--- config.mk ---
export PLATFORM = sky130hd
export DESIGN_NAME = sorted_stream_stats
export DESIGN_NICKNAME = d
export VERILOG_FILES = /design/src/rtl/sorted_stream_stats.sv
export SDC_FILE = /design/constraint.sdc
export NUM_CORES = 1
export LEC_CHECK = 0
export CORE_MARGIN = 1.5
export CORE_UTILIZATION = 53
export CTS_BUF_LIST = sky130_fd_sc_hd__clkbuf_4
export CTS_CLUSTER_DIAMETER = 200
export DETAILED_ROUTE_END_ITERATION = 10
export MAX_ROUTING_LAYER = met4
export PLACE_DENSITY = 0.83
export SYNTH_ARGS = -nofsm -noshare
export SYNTH_HDL_FRONTEND = slang
export SYNTH_SLANG_ARGS = --single-unit
--- constraint.sdc ---
create_clock -name clk -period 2.8 [get_ports clk]
set_input_delay 0.56 -clock clk [delete_from_list [all_inputs] [get_ports clk]]
set_output_delay 0.56 -clock clk [all_outputs]
set_load 0.03 [all_outputs]
--- src/rtl/sorted_stream_stats.sv ---
// sorted_stream_stats: per-frame statistics over the float merge sorter's
// ascending output stream.
//
// Parameters:
//   O   - words per frame (1..255)
//   PAD - sorter padding sentinel (largest positive finite float)
//
// Optional build macro:
//   SORT_STATS_PAD_SKIP_EN - when defined, accepted words equal to PAD are
//                            discarded (not counted, compared or captured).
//
// Ports:
//   clk       - clock, rising edge
//   res       - asynchronous active-low reset
//   in_valid  - in_data carries a sorted word this cycle
//   in_data   - IEEE-754 single from the sorter
//   ack       - consumer has read results (only honoured while done=1)
//   min_val   - first counted word of the frame
//   max_val   - last counted word of the frame
//   med_val   - median word (index O/2 for odd O, O/2-1 for even O)
//   word_cnt  - counted words in the current/last frame
//   order_err - frame contained a descending step
//   overrun   - a word arrived while results were held
//   done      - results valid, waiting for ack
//   busy      - frame in progress

module sorted_stream_stats #(
  parameter int unsigned O   = 7,
  parameter logic [31:0] PAD = 32'h7f7f_ffff
) (
  input  logic        clk,
  input  logic        res,
  input  logic        in_valid,
  input  logic [31:0] in_data,
  input  logic        ack,
  output logic [31:0] min_val,
  output logic [31:0] max_val,
  output logic [31:0] med_val,
  output logic [7:0]  word_cnt,
  output logic        order_err,
  output logic        overrun,
  output logic        done,
  output logic        busy
);

  localparam int unsigned DW  = 32;
  localparam int unsigned CW  = 8;
  localparam int unsigned MED = ((O % 2) == 1) ? (O / 2) : ((O / 2) - 1);

  localparam logic [CW-1:0] O_CNT   = CW'(O);
  localparam logic [CW-1:0] MED_CNT = CW'(MED);

`ifdef SORT_STATS_PAD_SKIP_EN
  localparam logic PAD_SKIP = 1'b1;
`else
  localparam logic PAD_SKIP = 1'b0;
`endif

  typedef enum logic [1:0] {
    IDLE    = 2'd0,
    COLLECT = 2'd1,
    HOLD    = 2'd2
  } state_t;

  state_t state;
  state_t state_nxt;

  logic [DW-1:0] prev;

  logic [DW-1:0] min_nxt;
  logic [DW-1:0] max_nxt;
  logic [DW-1:0] med_nxt;
  logic [DW-1:0] prev_nxt;
  logic [CW-1:0] cnt_nxt;
  logic          oerr_nxt;
  logic          ovr_nxt;
  logic          done_nxt;
  logic          busy_nxt;

  logic          take_c;
  logic          descend_c;
  logic [CW-1:0] cnt_inc_c;

  // Map a float onto an unsigned key that sorts like the sorter does:
  // positives above negatives, negatives with magnitude order inverted.
  function automatic logic [DW-1:0] order_key(input logic [DW-1:0] v);
    return v[31] ? {1'b0, ~v[30:0]} : {1'b1, v[30:0]};
  endfunction

  // Word qualification and comparison against the previous counted word
  always_comb begin
    take_c    = in_valid && (state != HOLD) && !(PAD_SKIP && (in_data == PAD));
    descend_c = order_key(in_data) < order_key(prev);
    cnt_inc_c = CW'(word_cnt + CW'(1));
  end

  // State register
  always_ff @(posedge clk or negedge res) begin
    if (!res) begin
      state <= IDLE;
    end else begin
      state <= state_nxt;
    end
  end

  // Next-state logic
  always_comb begin
    state_nxt = state;
    case (state)
      IDLE: begin
        if (take_c) begin
          state_nxt = (O_CNT == CW'(1)) ? HOLD : COLLECT;
        end
      end
      COLLECT: begin
        if (take_c && (cnt_inc_c == O_CNT)) begin
          state_nxt = HOLD;
        end
      end
      HOLD: begin
        if (ack) begin
          state_nxt = IDLE;
        end
      end
      default: state_nxt = IDLE;
    endcase
  end

  // Output / datapath next values; results hold unless a word is taken
  always_comb begin
    min_nxt  = min_val;
    max_nxt  = max_val;
    med_nxt  = med_val;
    prev_nxt = prev;
    cnt_nxt  = word_cnt;
    oerr_nxt = order_err;
    ovr_nxt  = overrun;

    case (state)
      IDLE: begin
        if (take_c) begin
          min_nxt  = in_data;
          prev_nxt = in_data;
          cnt_nxt  = CW'(1);
          oerr_nxt = 1'b0;
          ovr_nxt  = 1'b0;
          if (MED_CNT == CW'(0)) begin
            med_nxt = in_data;
          end
          if (O_CNT == CW'(1)) begin
            max_nxt = in_data;
          end
        end
      end
      COLLECT: begin
        if (take_c) begin
          cnt_nxt  = cnt_inc_c;
          prev_nxt = in_data;
          if (descend_c) begin
            oerr_nxt = 1'b1;
          end
          // Pre-increment count is the index of the word being taken
          if (word_cnt == MED_CNT) begin
            med_nxt = in_data;
          end
          if (cnt_inc_c == O_CNT) begin
            max_nxt = in_data;
          end
        end
      end
      HOLD: begin
        // Any arriving word is dropped, even in the ack cycle
        if (in_valid) begin
          ovr_nxt = 1'b1;
        end
      end
      default: begin
        ovr_nxt = overrun;
      end
    endcase

    done_nxt = (state_nxt == HOLD);
    busy_nxt = (state_nxt == COLLECT);
  end

  // Result and status registers
  always_ff @(posedge clk or negedge res) begin
    if (!res) begin
      min_val   <= '0;
      max_val   <= '0;
      med_val   <= '0;
      prev      <= '0;
      word_cnt  <= '0;
      order_err <= 1'b0;
      overrun   <= 1'b0;
      done      <= 1'b0;
      busy      <= 1'b0;
    end else begin
      min_val   <= min_nxt;
      max_val   <= max_nxt;
      med_val   <= med_nxt;
      prev      <= prev_nxt;
      word_cnt  <= cnt_nxt;
      order_err <= oerr_nxt;
      overrun   <= ovr_nxt;
      done      <= done_nxt;
      busy      <= busy_nxt;
    end
  end

endmodule

==> flow_results.xml, run 1 <==
<?xml version="1.0" encoding="UTF-8"?>
<metrics>
  <group name="status">
    <metric name="run_status" unit="">finished clean</metric>
  </group>
  <group name="sta">
    <metric name="report.final.slew_viol_count" unit="">0</metric>
    <metric name="max-slew-margin-rel" unit="%">33.1</metric>
    <metric name="worst_clock_skew" unit="ns">0.0173</metric>
    <metric name="finalCriticalPeriod" unit="ns">2.31</metric>
    <metric name="finalSetupTns" unit="ns">0</metric>
    <metric name="fin_hold_viols" unit="">0</metric>
    <metric name="unrepaired_setup_endpoints_after_global_routing" unit="">no</metric>
    <metric name="setup_viol_count_final" unit="">0</metric>
    <metric name="maxClockFrequency" unit="GHz">0.432</metric>
    <metric name="max_slew.worst_pin.slew" unit="ns">1.00</metric>
    <metric name="final_cycle_share" unit="%">82.6</metric>
  </group>
  <group name="worst_setup_path">
    <metric name="critPathCaptureType" unit="">output port</metric>
    <metric name="r2r_cells" unit="">7</metric>
    <metric name="crit_path_top_delay_cell" unit="">sky130_fd_sc_hd__clkdlybuf4s50_1</metric>
    <metric name="crit_path_start_kind" unit="">flop</metric>
    <metric name="critical_path.top_delay_family" unit="">buffers and inverters</metric>
    <metric name="arrival" unit="ns">1.75</metric>
    <metric name="ordered_cell_list_for_the_critical_path" unit="">clkdlybuf4s50_1</metric>
    <metric name="crit_fanout" unit="">7</metric>
    <metric name="timing.critical_path.depth" unit="">1</metric>
    <metric name="cp_num_buf_inv" unit="">1</metric>
    <metric name="cp_slowest_stage_delay" unit="ns">0.72</metric>
    <metric name="worst-endpoint-required" unit="ns">2.24</metric>
    <metric name="timing_worst_setup_path_type" unit="">flop to output port</metric>
  </group>
  <group name="clocking">
    <metric name="clk_transition_reported_paths" unit="ns">0.12</metric>
    <metric name="cts.sinks" unit="">142</metric>
    <metric name="cts_setup_buffers" unit="">0</metric>
    <metric name="cts_resized" unit="">0</metric>
    <metric name="cts_hold_repair.buffers" unit="">0</metric>
    <metric name="cts_inserted_buffers" unit="">17</metric>
    <metric name="h-tree-depth" unit="">4</metric>
    <metric name="cts_buffer_depth" unit="">2</metric>
    <metric name="worstSkewPairLatency" unit="ns">0.55</metric>
    <metric name="ctsRootBufferMaster" unit="">sky130_fd_sc_hd__clkbuf_4</metric>
    <metric name="tritoncts" unit="">built</metric>
  </group>
  <group name="yosys">
    <metric name="yosys.area_share.xor_xnor" unit="%">8.51</metric>
    <metric name="synth-seq-area-share" unit="%">53.1</metric>
    <metric name="synthMuxAreaShare" unit="%">21.4</metric>
    <metric name="yosys_register_bits" unit="">142</metric>
    <metric name="synth-edff-count" unit="">0</metric>
    <metric name="dominant_register_cell_in_the_synthesized_netlist" unit="">sky130_fd_sc_hd__dfrtp_1</metric>
    <metric name="netlist_instances" unit="">502</metric>
    <metric name="synth_top_family_by_area" unit="">multiplexers</metric>
    <metric name="mappedNetlistNets" unit="">571</metric>
    <metric name="synth-simple-area-share" unit="%">4.73</metric>
    <metric name="yosys.cell_types.count" unit="">40</metric>
    <metric name="synth_cell_area" unit="sq mm">0.00669</metric>
    <metric name="avgSynthCellArea" unit="sq um">13.3</metric>
    <metric name="async_flop_share" unit="%">100</metric>
    <metric name="synthesized_area_fraction_occupied_by_adder_cells" unit="%">6.17</metric>
    <metric name="synth_compound_gate_area_share" unit="%">4.15</metric>
    <metric name="yosys_warnings" unit="">0</metric>
  </group>
  <group name="die">
    <metric name="row_cnt" unit="">40</metric>
    <metric name="die_area" unit="sq mm">0.0133</metric>
    <metric name="floorplan.initialDensity" unit="%">55.0</metric>
    <metric name="io_pins" unit="">144</metric>
    <metric name="coreArea" unit="sq mm">0.0122</metric>
    <metric name="die-height" unit="microns">115</metric>
    <metric name="fp.dieW" unit="microns">115</metric>
  </group>
  <group name="placed_design">
    <metric name="numPlacedInstances" unit="">807</metric>
    <metric name="gp_congestion" unit="">0.766</metric>
    <metric name="numPortBuffers" unit="">143</metric>
    <metric name="dp_hpwl" unit="mm">9.93</metric>
  </group>
  <group name="power_and_ir_drop">
    <metric name="vdd_drop_max" unit="mV">0.772</metric>
    <metric name="p_leak" unit="nW">3.73</metric>
    <metric name="cellPowerDensity" unit="mW/mm^2">1070</metric>
  </group>
  <group name="drt">
    <metric name="vias" unit="">4452</metric>
    <metric name="detail_route.iter0.violations" unit="">154</metric>
    <metric name="drc_violation_count_after_routing" unit="">0</metric>
    <metric name="via_density_per_instance" unit="">5.31</metric>
    <metric name="ant_nets" unit="">0</metric>
    <metric name="drt-wirelength-per-cell" unit="microns">16.7</metric>
    <metric name="wl_final" unit="mm">14.0</metric>
    <metric name="drt_pre_antenna_iters" unit="">4</metric>
  </group>
  <group name="global_routing">
    <metric name="grt_overflow_total" unit="">0</metric>
    <metric name="grt_pass1_wl" unit="mm">23.2</metric>
    <metric name="antenna_violations_before_repair" unit="">0</metric>
    <metric name="grt_max_degree" unit="">75</metric>
    <metric name="globalRouteTotalUtil" unit="%">23.5</metric>
    <metric name="first_global_vias" unit="">4744</metric>
  </group>
  <group name="layout">
    <metric name="syn_to_final_growth" unit="%">29.3</metric>
    <metric name="layout.cells.most_common_list" unit="">141 x sky130_fd_sc_hd__dfrtp_1, 141 x sky130_fd_sc_hd__clkdlybuf4s50_1, 125 x sky130_fd_sc_hd__mux2_2</metric>
    <metric name="final-instance-count-excl-fill" unit="">839</metric>
    <metric name="drive_gt1_share" unit="%">26.7</metric>
    <metric name="antenna_cells_inserted" unit="">0</metric>
    <metric name="nets" unit="">727</metric>
  </group>
  <group name="job">
    <metric name="maxCapViolations" unit="">0</metric>
  </group>
  <group name="min_path">
    <metric name="min-delay-path-class" unit="">input pin to asynchronous set/reset pin</metric>
  </group>
</metrics>
## layout make-up
| cell class | instances | area, sq um |
|---|---|---|
| clock inverter | 14 | 126 |
| sequential | 142 | 3550 |
| timing repair buffer | 161 | 1600 |
| clock buffer | 18 | 135 |
| multi-input combinational | 333 | 3010 |
| tap | 168 | 210 |
| fill | 893 | 3510 |
| inverter | 3 | 11.3 |
## through the flow
step | setup WS (ns) | hold WS (ns) | instance area, sq um | power [mW] | util, %
floorplan | 0.230 | 0.264 | 6690 | 6.14 | -
global placement | 0.154 | 0.473 | 8390 | 7.96 | 69.0
detailed placement | 0.107 | 0.479 | 8390 | 8.11 | 69.0
CTS | 0.439 | 0.00413 | 8650 | 9.36 | 71.1
global route | 0.327 | 0.0269 | 8650 | 9.78 | 71.1
finish | 0.487 | 0.00799 | 8650 | 9.26 | 71.1
## worst paths after layout
kind                                          from                 endpoint  slack [ns]
max                        word_cnt[2]$_DFFE_PN0P_              word_cnt[2]        0.49
min                                            res  min_val[17]$_DFFE_PN0P_       0.008
max reg2reg                word_cnt[0]$_DFFE_PN0P_  max_val[18]$_DFFE_PN0P_        0.52
min reg2reg                med_val[31]$_DFFE_PN0P_  med_val[31]$_DFFE_PN0P_        0.51
max in group asynchronous                      res  max_val[15]$_DFFE_PN0P_        2.02
min in group clk                       in_data[31]  max_val[31]$_DFFE_PN0P_        0.48
## report_power, final
| part | switching, mW | internal, mW | leakage (nW) |
|---|---|---|---|
| clock network | 0.703 | 0.521 | 0.139 |
| logic | 2.53 | 2.22 | 1.87 |
| registers | 0.460 | 2.83 | 1.73 |
| total | 3.69 | 5.57 | 3.73 |
## registers in the layout, summed over array words and instances (netlist names)
register / flops
med_val: 32
overrun: 1
prev: 32
state: 2
order_err: 1
busy: 1
done: 1
max_val: 32
min_val: 32
word_cnt: 8
## cells in the mapped netlist, types with 2 or more instances
master | instances | area, sq um
sky130_fd_sc_hd__dfrtp_1 | 142 | 3550
sky130_fd_sc_hd__mux2_2 | 125 | 1410
sky130_fd_sc_hd__ha_1 | 33 | 413
sky130_fd_sc_hd__xnor2_1 | 33 | 289
sky130_fd_sc_hd__xor2_1 | 32 | 280
sky130_fd_sc_hd__nand2_1 | 25 | 93.8
sky130_fd_sc_hd__o21ai_0 | 17 | 85.1
sky130_fd_sc_hd__a21oi_1 | 11 | 55.1
sky130_fd_sc_hd__nor2_1 | 11 | 41.3
sky130_fd_sc_hd__buf_1 | 9 | 33.8
sky130_fd_sc_hd__clkbuf_1 | 7 | 26.3
sky130_fd_sc_hd__buf_2 | 5 | 25.0
sky130_fd_sc_hd__nand2b_1 | 5 | 31.3
sky130_fd_sc_hd__nand4_1 | 5 | 31.3
sky130_fd_sc_hd__nor3_1 | 5 | 25.0
sky130_fd_sc_hd__nand3_1 | 4 | 20.0
sky130_fd_sc_hd__buf_6 | 3 | 33.8
sky130_fd_sc_hd__inv_1 | 3 | 11.3
sky130_fd_sc_hd__a21o_1 | 2 | 15.0
sky130_fd_sc_hd__a221oi_1 | 2 | 17.5
sky130_fd_sc_hd__o211ai_1 | 2 | 15.0
sky130_fd_sc_hd__o41ai_1 | 2 | 17.5
sky130_fd_sc_hd__or2_2 | 2 | 12.5
## metal layers
metal	vias up	routed length [microns]	GRT usage, %
met3	20	750	6.59
met5	-	0	-
met2	118	6890	38.0
met1	2226	6150	28.4
li1	2088	-	-
met4	0	227	8.23
## cells by family (layout without fill, tap and decap cells)
logic type / Yosys count / after routing
and+or+nand+nor: 64 / 64
AOI/OAI and AO/OA: 44 / 44
muxes: 127 / 127
adders and majority gates: 33 / 33
xor gates and xnor gates: 65 / 65
buffers and inverters: 27 / 196
DFF: 142 / 142
No activity file was read; power rests on OpenSTA's default activity.
==> inputs of run 2 (changes only) <==
--- a/config.mk
+++ b/config.mk
@@ -6,12 +6,12 @@
 export NUM_CORES = 1
 export LEC_CHECK = 0
 export CORE_MARGIN = 1.5
-export CORE_UTILIZATION = 53
+export CORE_UTILIZATION = 48
 export CTS_BUF_LIST = sky130_fd_sc_hd__clkbuf_4
 export CTS_CLUSTER_DIAMETER = 200
 export DETAILED_ROUTE_END_ITERATION = 10
 export MAX_ROUTING_LAYER = met4
-export PLACE_DENSITY = 0.83
+export PLACE_DENSITY = 0.79
 export SYNTH_ARGS = -nofsm -noshare
 export SYNTH_HDL_FRONTEND = slang
 export SYNTH_SLANG_ARGS = --single-unit
==> constraint.sdc (replaced) <==
create_clock -name clk -period 1.9 [get_ports clk]
set_input_delay 0.38 -clock clk [delete_from_list [all_inputs] [get_ports clk]]
set_output_delay 0.38 -clock clk [all_outputs]
set_load 0.03 [all_outputs]
==> flow_results.xml, run 2 (synthesis results as in run 1) <==
<?xml version="1.0" encoding="UTF-8"?>
<metrics>
  <group name="drt">
    <metric name="via_density_per_instance" unit="">5.26</metric>
    <metric name="drt_pre_antenna_iters" unit="">4</metric>
    <metric name="ant_nets" unit="">0</metric>
    <metric name="detail_route.iter0.violations" unit="">242</metric>
    <metric name="drc_violation_count_after_routing" unit="">0</metric>
    <metric name="drt-wirelength-per-cell" unit="microns">17.8</metric>
    <metric name="wl_final" unit="mm">16.3</metric>
    <metric name="vias" unit="">4811</metric>
  </group>
  <group name="worst_setup_path">
    <metric name="timing_worst_setup_path_type" unit="">flop to flop</metric>
    <metric name="arrival" unit="ns">2.60</metric>
    <metric name="worst-endpoint-required" unit="ns">2.34</metric>
    <metric name="crit_path_start_kind" unit="">flop</metric>
    <metric name="crit_fanout" unit="">10</metric>
    <metric name="critPathCaptureType" unit="">flop</metric>
  </group>
  <group name="job">
    <metric name="maxCapViolations" unit="">0</metric>
  </group>
  <group name="sta">
    <metric name="fin_hold_ws" unit="ns">0.264</metric>
    <metric name="finalSetupTns" unit="ns">-6.90</metric>
    <metric name="final_cycle_share" unit="%">114</metric>
    <metric name="worst_clock_skew" unit="ns">0.0188</metric>
    <metric name="final_setup_slack_of_the_worst_path" unit="ns">-0.257</metric>
    <metric name="unrepaired_setup_endpoints_after_global_routing" unit="">yes</metric>
    <metric name="max_slew.worst_pin.slew" unit="ns">0.359</metric>
    <metric name="fin_hold_viols" unit="">0</metric>
    <metric name="setup_viol_count_final" unit="">33</metric>
    <metric name="maxClockFrequency" unit="GHz">0.464</metric>
    <metric name="report.final.slew_viol_count" unit="">0</metric>
    <metric name="max-slew-margin-rel" unit="%">76.1</metric>
    <metric name="finalCriticalPeriod" unit="ns">2.16</metric>
  </group>
  <group name="layout">
    <metric name="multiInputGateArea" unit="sq mm">0.00322</metric>
    <metric name="ff_latch_area" unit="sq mm">0.00356</metric>
    <metric name="post-route-util" unit="%">71.1</metric>
    <metric name="drive_gt1_share" unit="%">36.8</metric>
    <metric name="syn_to_final_growth" unit="%">42.5</metric>
    <metric name="nets" unit="">794</metric>
    <metric name="layout.cells.most_common" unit="">sky130_fd_sc_hd__dfrtp_1</metric>
    <metric name="filler_cell_count" unit="">987</metric>
    <metric name="layout.cells.most_common_list" unit="">136 x sky130_fd_sc_hd__dfrtp_1, 101 x sky130_fd_sc_hd__dlygate4sd2_1, 94 x sky130_fd_sc_hd__mux2_2</metric>
  </group>
  <group name="status">
    <metric name="failed_checks" unit="">setup timing</metric>
    <metric name="run_status" unit="">finished, violations left</metric>
  </group>
  <group name="die">
    <metric name="io_pins" unit="">144</metric>
    <metric name="floorplan.initialDensity" unit="%">49.9</metric>
    <metric name="row_cnt" unit="">42</metric>
    <metric name="coreArea" unit="sq mm">0.0134</metric>
    <metric name="die-height" unit="microns">121</metric>
    <metric name="fp.dieW" unit="microns">121</metric>
    <metric name="die_area" unit="sq mm">0.0147</metric>
  </group>
  <group name="clocking">
    <metric name="worstSkewPairLatency" unit="ns">0.56</metric>
    <metric name="cts_inserted_buffers" unit="">17</metric>
    <metric name="clk_transition_reported_paths" unit="ns">0.12</metric>
    <metric name="cts.sinks" unit="">142</metric>
    <metric name="ctsRootBufferMaster" unit="">sky130_fd_sc_hd__clkbuf_4</metric>
    <metric name="cts_buffer_depth" unit="">2</metric>
    <metric name="tritoncts" unit="">built</metric>
    <metric name="h-tree-depth" unit="">4</metric>
  </group>
  <group name="placed_design">
    <metric name="gp_congestion" unit="">0.837</metric>
    <metric name="numPortBuffers" unit="">143</metric>
    <metric name="pre_cts_slack" unit="ns">-0.526</metric>
    <metric name="dp_hpwl" unit="mm">10.9</metric>
  </group>
  <group name="power_and_ir_drop">
    <metric name="cellPowerDensity" unit="mW/mm^2">1500</metric>
    <metric name="p_leak" unit="nW">4.49</metric>
    <metric name="final_total_pwr" unit="mW">14.3</metric>
    <metric name="vdd_drop_max" unit="mV">0.912</metric>
  </group>
  <group name="global_routing">
    <metric name="first_global_vias" unit="">5154</metric>
    <metric name="grt_max_degree" unit="">53</metric>
    <metric name="antenna_violations_before_repair" unit="">1</metric>
    <metric name="globalRouteTotalUtil" unit="%">23.4</metric>
    <metric name="grt_overflow_total" unit="">0</metric>
    <metric name="grt_pass1_wl" unit="mm">25.7</metric>
  </group>
  <group name="min_path">
    <metric name="min-delay-path-class" unit="">input pin to asynchronous set/reset pin</metric>
  </group>
</metrics>
## run 2: changes by cell type in the layout (fill, tap and decap cells not counted), sizes merged, moves of 2 or more
cell | previous run | this run
clkdlybuf4s50 | 141 | 33
dlygate4sd2 | 0 | 101
buf | 20 | 85
clkinv | 10 | 5
bufinv | 2 | 6
clkdlybuf4s15 | 0 | 4
clkbuf | 18 | 21
diode | 0 | 2
## run 2: stage by stage
stage	instances	instance area [sq um]
floorplan	502	6760
global placement	866	8910
detailed placement	866	8910
CTS	907	9340
global route	913	9530
finish	914	9530
## run 2: area by class of cell
type | count | share of cell area [%]
antenna | 2 | 0.0525
timing repair buffer | 228 | 22.8
clock buffer | 17 | 1.34
multi-input combinational | 333 | 33.7
inverter | 3 | 0.118
tap | 176 | 2.31
clock inverter | 13 | 2.31
sequential | 142 | 37.4
## run 2: where the power goes
part           internal [mW]  switching (mW)  total (mW)  leakage, nW
Sequential              4.18           0.678        4.86         1.72
Combinational           3.15            3.94        7.09         2.59
Clock                   1.28            1.06        2.34        0.178
## run 2: repair_timing
item	in CTS	in global routing
gates cloned	2	3
resized for setup	136	48
pin swaps	2	11
buffers inserted	8	4
setup endpoints to repair	141	42
hold buffers	1	0
endpoints found under the hold margin	41	0
## run 2: worst max-delay path: stages, from the launching register on
cell,delay (ns)
sky130_fd_sc_hd__dfrtp_2,0.56
sky130_fd_sc_hd__buf_12,0.21
sky130_fd_sc_hd__xnor2_1,0.13
sky130_fd_sc_hd__ha_1,0.34
sky130_fd_sc_hd__nand4_1,0.14
sky130_fd_sc_hd__o211ai_1,0.22
sky130_fd_sc_hd__o221ai_1,0.15
sky130_fd_sc_hd__a32oi_1,0.22
sky130_fd_sc_hd__a41oi_1,0.06
## run 2: worst paths after layout
path                            slack (ns)                 endpoint               startpoint  depth (start not counted)
min in group clk                      0.27  max_val[31]$_DFFE_PN0P_              in_data[31]                          3
max in group asynchronous             1.04     prev[19]$_DFFE_PN0P_                      res                          3
worst max register to register       -0.26    order_err$_DFFE_PN0P_     prev[31]$_DFFE_PN0P_                          8
worst min-delay path                  0.26   max_val[9]$_DFFE_PN0P_                      res                          2
worst max-delay path                 -0.26    order_err$_DFFE_PN0P_     prev[31]$_DFFE_PN0P_                          8
worst min register to register        0.51  med_val[19]$_DFFE_PN0P_  med_val[19]$_DFFE_PN0P_                          1
## run 2: per-layer routing
layer | part of all wire (%) | global-route usage, % | routed length, microns | vias to the layer above
met5 | 0 | - | 0 | -
met4 | 1.6 | 6.91 | 255 | 0
met3 | 4.6 | 6.20 | 753 | 25
met2 | 50 | 38.2 | 8220 | 123
met1 | 43 | 28.8 | 7080 | 2435
li1 | - | - | - | 2228
==> inputs of run 3 (changes only) <==
==> constraint.sdc (replaced) <==
create_clock -name clk -period 1.7 [get_ports clk]
set_input_delay 0.34 -clock clk [delete_from_list [all_inputs] [get_ports clk]]
set_output_delay 0.34 -clock clk [all_outputs]
set_load 0.03 [all_outputs]
==> flow_results.xml, run 3 (synthesis results as in run 1) <==
<?xml version="1.0" encoding="UTF-8"?>
<metrics>
  <group name="sta">
    <metric name="report.final.slew_viol_count" unit="">0</metric>
    <metric name="finalSetupTns" unit="ns">-22.37</metric>
    <metric name="final_setup_slack_of_the_worst_path" unit="ns">-0.466</metric>
    <metric name="fin_hold_viols" unit="">0</metric>
    <metric name="max-slew-margin-rel" unit="%">63.8</metric>
    <metric name="worst_clock_skew" unit="ns">0.0147</metric>
    <metric name="fin_hold_ws" unit="ns">0.142</metric>
    <metric name="final_cycle_share" unit="%">127</metric>
    <metric name="finalCriticalPeriod" unit="ns">2.17</metric>
    <metric name="maxClockFrequency" unit="GHz">0.462</metric>
    <metric name="max_slew.worst_pin.slew" unit="ns">0.543</metric>
    <metric name="setup_viol_count_final" unit="">66</metric>
    <metric name="unrepaired_setup_endpoints_after_global_routing" unit="">yes</metric>
  </group>
  <group name="placed_design">
    <metric name="pre_cts_slack" unit="ns">-0.672</metric>
    <metric name="gp_congestion" unit="">0.828</metric>
    <metric name="numPlacedInstances" unit="">871</metric>
    <metric name="dp_hpwl" unit="mm">11.3</metric>
    <metric name="numPortBuffers" unit="">143</metric>
  </group>
  <group name="layout">
    <metric name="final-instance-count-excl-fill" unit="">928</metric>
    <metric name="syn_to_final_growth" unit="%">44.7</metric>
    <metric name="drive_gt1_share" unit="%">49.6</metric>
    <metric name="antenna_cells_inserted" unit="">0</metric>
    <metric name="layout.cells.most_common" unit="">sky130_fd_sc_hd__dfrtp_1</metric>
    <metric name="nets" unit="">809</metric>
    <metric name="layout.cells.most_common_list" unit="">134 x sky130_fd_sc_hd__dfrtp_1, 100 x sky130_fd_sc_hd__mux2_2, 64 x sky130_fd_sc_hd__buf_4</metric>
  </group>
  <group name="drt">
    <metric name="drt_pre_antenna_iters" unit="">4</metric>
    <metric name="drt-wirelength-per-cell" unit="microns">18.8</metric>
    <metric name="via_density_per_instance" unit="">5.28</metric>
    <metric name="drc_violation_count_after_routing" unit="">0</metric>
    <metric name="vias" unit="">4898</metric>
    <metric name="detail_route.iter0.violations" unit="">191</metric>
    <metric name="wl_final" unit="mm">17.4</metric>
    <metric name="ant_nets" unit="">0</metric>
  </group>
  <group name="die">
    <metric name="coreArea" unit="sq mm">0.0134</metric>
    <metric name="floorplan.initialDensity" unit="%">49.9</metric>
    <metric name="row_cnt" unit="">42</metric>
    <metric name="io_pins" unit="">144</metric>
    <metric name="fp.dieW" unit="microns">121</metric>
    <metric name="die-height" unit="microns">121</metric>
    <metric name="die_area" unit="sq mm">0.0147</metric>
  </group>
  <group name="power_and_ir_drop">
    <metric name="power.combinational.fraction" unit="%">51.8</metric>
    <metric name="final_total_pwr" unit="mW">16.0</metric>
    <metric name="netSwitchingPower" unit="mW">6.57</metric>
    <metric name="power.switching_fraction" unit="%">41.1</metric>
    <metric name="clock_power_share" unit="%">13.7</metric>
    <metric name="cellPowerDensity" unit="mW/mm^2">1650</metric>
    <metric name="p_leak" unit="nW">4.46</metric>
    <metric name="power.internal" unit="mW">9.41</metric>
    <metric name="seq_power_share" unit="%">34.5</metric>
    <metric name="vdd_drop_max" unit="mV">0.902</metric>
  </group>
  <group name="clocking">
    <metric name="h-tree-depth" unit="">4</metric>
    <metric name="cts_inserted_buffers" unit="">17</metric>
    <metric name="tritoncts" unit="">built</metric>
    <metric name="cts.sinks" unit="">142</metric>
    <metric name="cts_buffer_depth" unit="">2</metric>
    <metric name="worstSkewPairLatency" unit="ns">0.57</metric>
    <metric name="ctsRootBufferMaster" unit="">sky130_fd_sc_hd__clkbuf_4</metric>
    <metric name="clk_transition_reported_paths" unit="ns">0.11</metric>
  </group>
  <group name="job">
    <metric name="maxCapViolations" unit="">0</metric>
  </group>
  <group name="global_routing">
    <metric name="grt_overflow_total" unit="">0</metric>
    <metric name="grt_pass1_wl" unit="mm">27.6</metric>
    <metric name="globalRouteTotalUtil" unit="%">25.4</metric>
    <metric name="first_global_vias" unit="">5361</metric>
    <metric name="grt_max_degree" unit="">52</metric>
    <metric name="antenna_violations_before_repair" unit="">0</metric>
  </group>
  <group name="worst_setup_path">
    <metric name="arrival" unit="ns">2.62</metric>
    <metric name="worst-r2r-setup-slack" unit="ns">-0.47</metric>
    <metric name="crit_fanout" unit="">6</metric>
    <metric name="critPathCaptureType" unit="">flop</metric>
    <metric name="crit_path_start_kind" unit="">flop</metric>
    <metric name="worst-endpoint-required" unit="ns">2.15</metric>
    <metric name="timing_worst_setup_path_type" unit="">flop to flop</metric>
  </group>
  <group name="status">
    <metric name="failed_checks" unit="">setup timing</metric>
    <metric name="run_status" unit="">finished, violations left</metric>
  </group>
  <group name="min_path">
    <metric name="min-delay-path-class" unit="">input pin to flop</metric>
  </group>
</metrics>
## run 3: cell count changes in the layout (fill, tap and decap cells not counted), sizes merged, moves of 2 or more
cell           previous run  this run
clkinv                    5         7
clkbuf                   21        73
diode                     2         0
dlygate4sd2             101         4
clkdlybuf4s15             4        46
bufinv                    6         3
buf                      85       107
## run 3: power by group through the flow
stage	Clock (mW)	Combinational, mW	Sequential [mW]
after detailed placement	0	8.21	5.54
final	2.19	8.28	5.51
after global routing	2.38	8.78	5.66
after global placement	0	8.05	5.45
after floorplan	0	2.50	7.70
after CTS	2.25	8.32	5.47
## run 3: worst max-delay path, cell delays in order (launching register included)
cell and delay (ns):
sky130_fd_sc_hd__dfrtp_2 0.46, sky130_fd_sc_hd__ha_4 0.18, sky130_fd_sc_hd__nand4_1 0.14, sky130_fd_sc_hd__mux2i_2 0.31, sky130_fd_sc_hd__a2bb2oi_4 0.11, sky130_fd_sc_hd__nor3_4 0.18, sky130_fd_sc_hd__buf_6 0.19, sky130_fd_sc_hd__clkbuf_16 0.17
sky130_fd_sc_hd__mux2_4 0.30
## run 3: cell type report
| class | count | area (sq um) |
|---|---|---|
| Clock buffer | 21 | 158 |
| Clock inverter | 10 | 123 |
| Fill cell | 915 | 3720 |
| Inverter | 3 | 13.8 |
| Multi-Input combinational cell | 333 | 3320 |
| Sequential cell | 142 | 3560 |
| Tap cell | 176 | 220 |
| Timing Repair Buffer | 243 | 2280 |
## run 3: path summary, 6_finish.rpt
kind                                    startpoint                 endpoint  cells past startpoint
setup / recovery           word_cnt[0]$_DFFE_PN0P_  max_val[13]$_DFFE_PN0P_                      8
hold / removal                         in_data[31]  max_val[31]$_DFFE_PN0P_                      2
setup reg to reg           word_cnt[0]$_DFFE_PN0P_  max_val[13]$_DFFE_PN0P_                      8
hold reg to reg            min_val[24]$_DFFE_PN0P_  min_val[24]$_DFFE_PN0P_                      1
max in group asynchronous                      res  med_val[13]$_DFFE_PN0P_                      3
min in group asynchronous                      res   med_val[5]$_DFFE_PN0P_                      2
## run 3: per-layer routing
metal	GRT usage (%)	routed length, microns	vias up
met5	-	0	-
met4	8.24	337	0
met3	5.55	756	28
met2	42.6	8810	129
met1	30.9	7510	2492
li1	-	-	2249
## run 3: repair_timing
item | in CTS | in global routing
endpoints found under the setup margin | 175 | 146
gates resized for setup | 284 | 134
pin swaps | 16 | 21
endpoints found under the hold margin | 45 | 0
setup buffers | 17 | 6
hold buffers | 1 | 0
cloned | 5 | 2
## run 3: metrics by stage
| stage | cell area (sq um) | util [%] |
|---|---|---|
| floorplan | 6780 | - |
| global placement | 8940 | 66.7 |
| finish | 9680 | 72.2 |
| CTS | 9730 | 72.6 |
| detailed placement | 8940 | 66.7 |
| global route | 9680 | 72.2 |
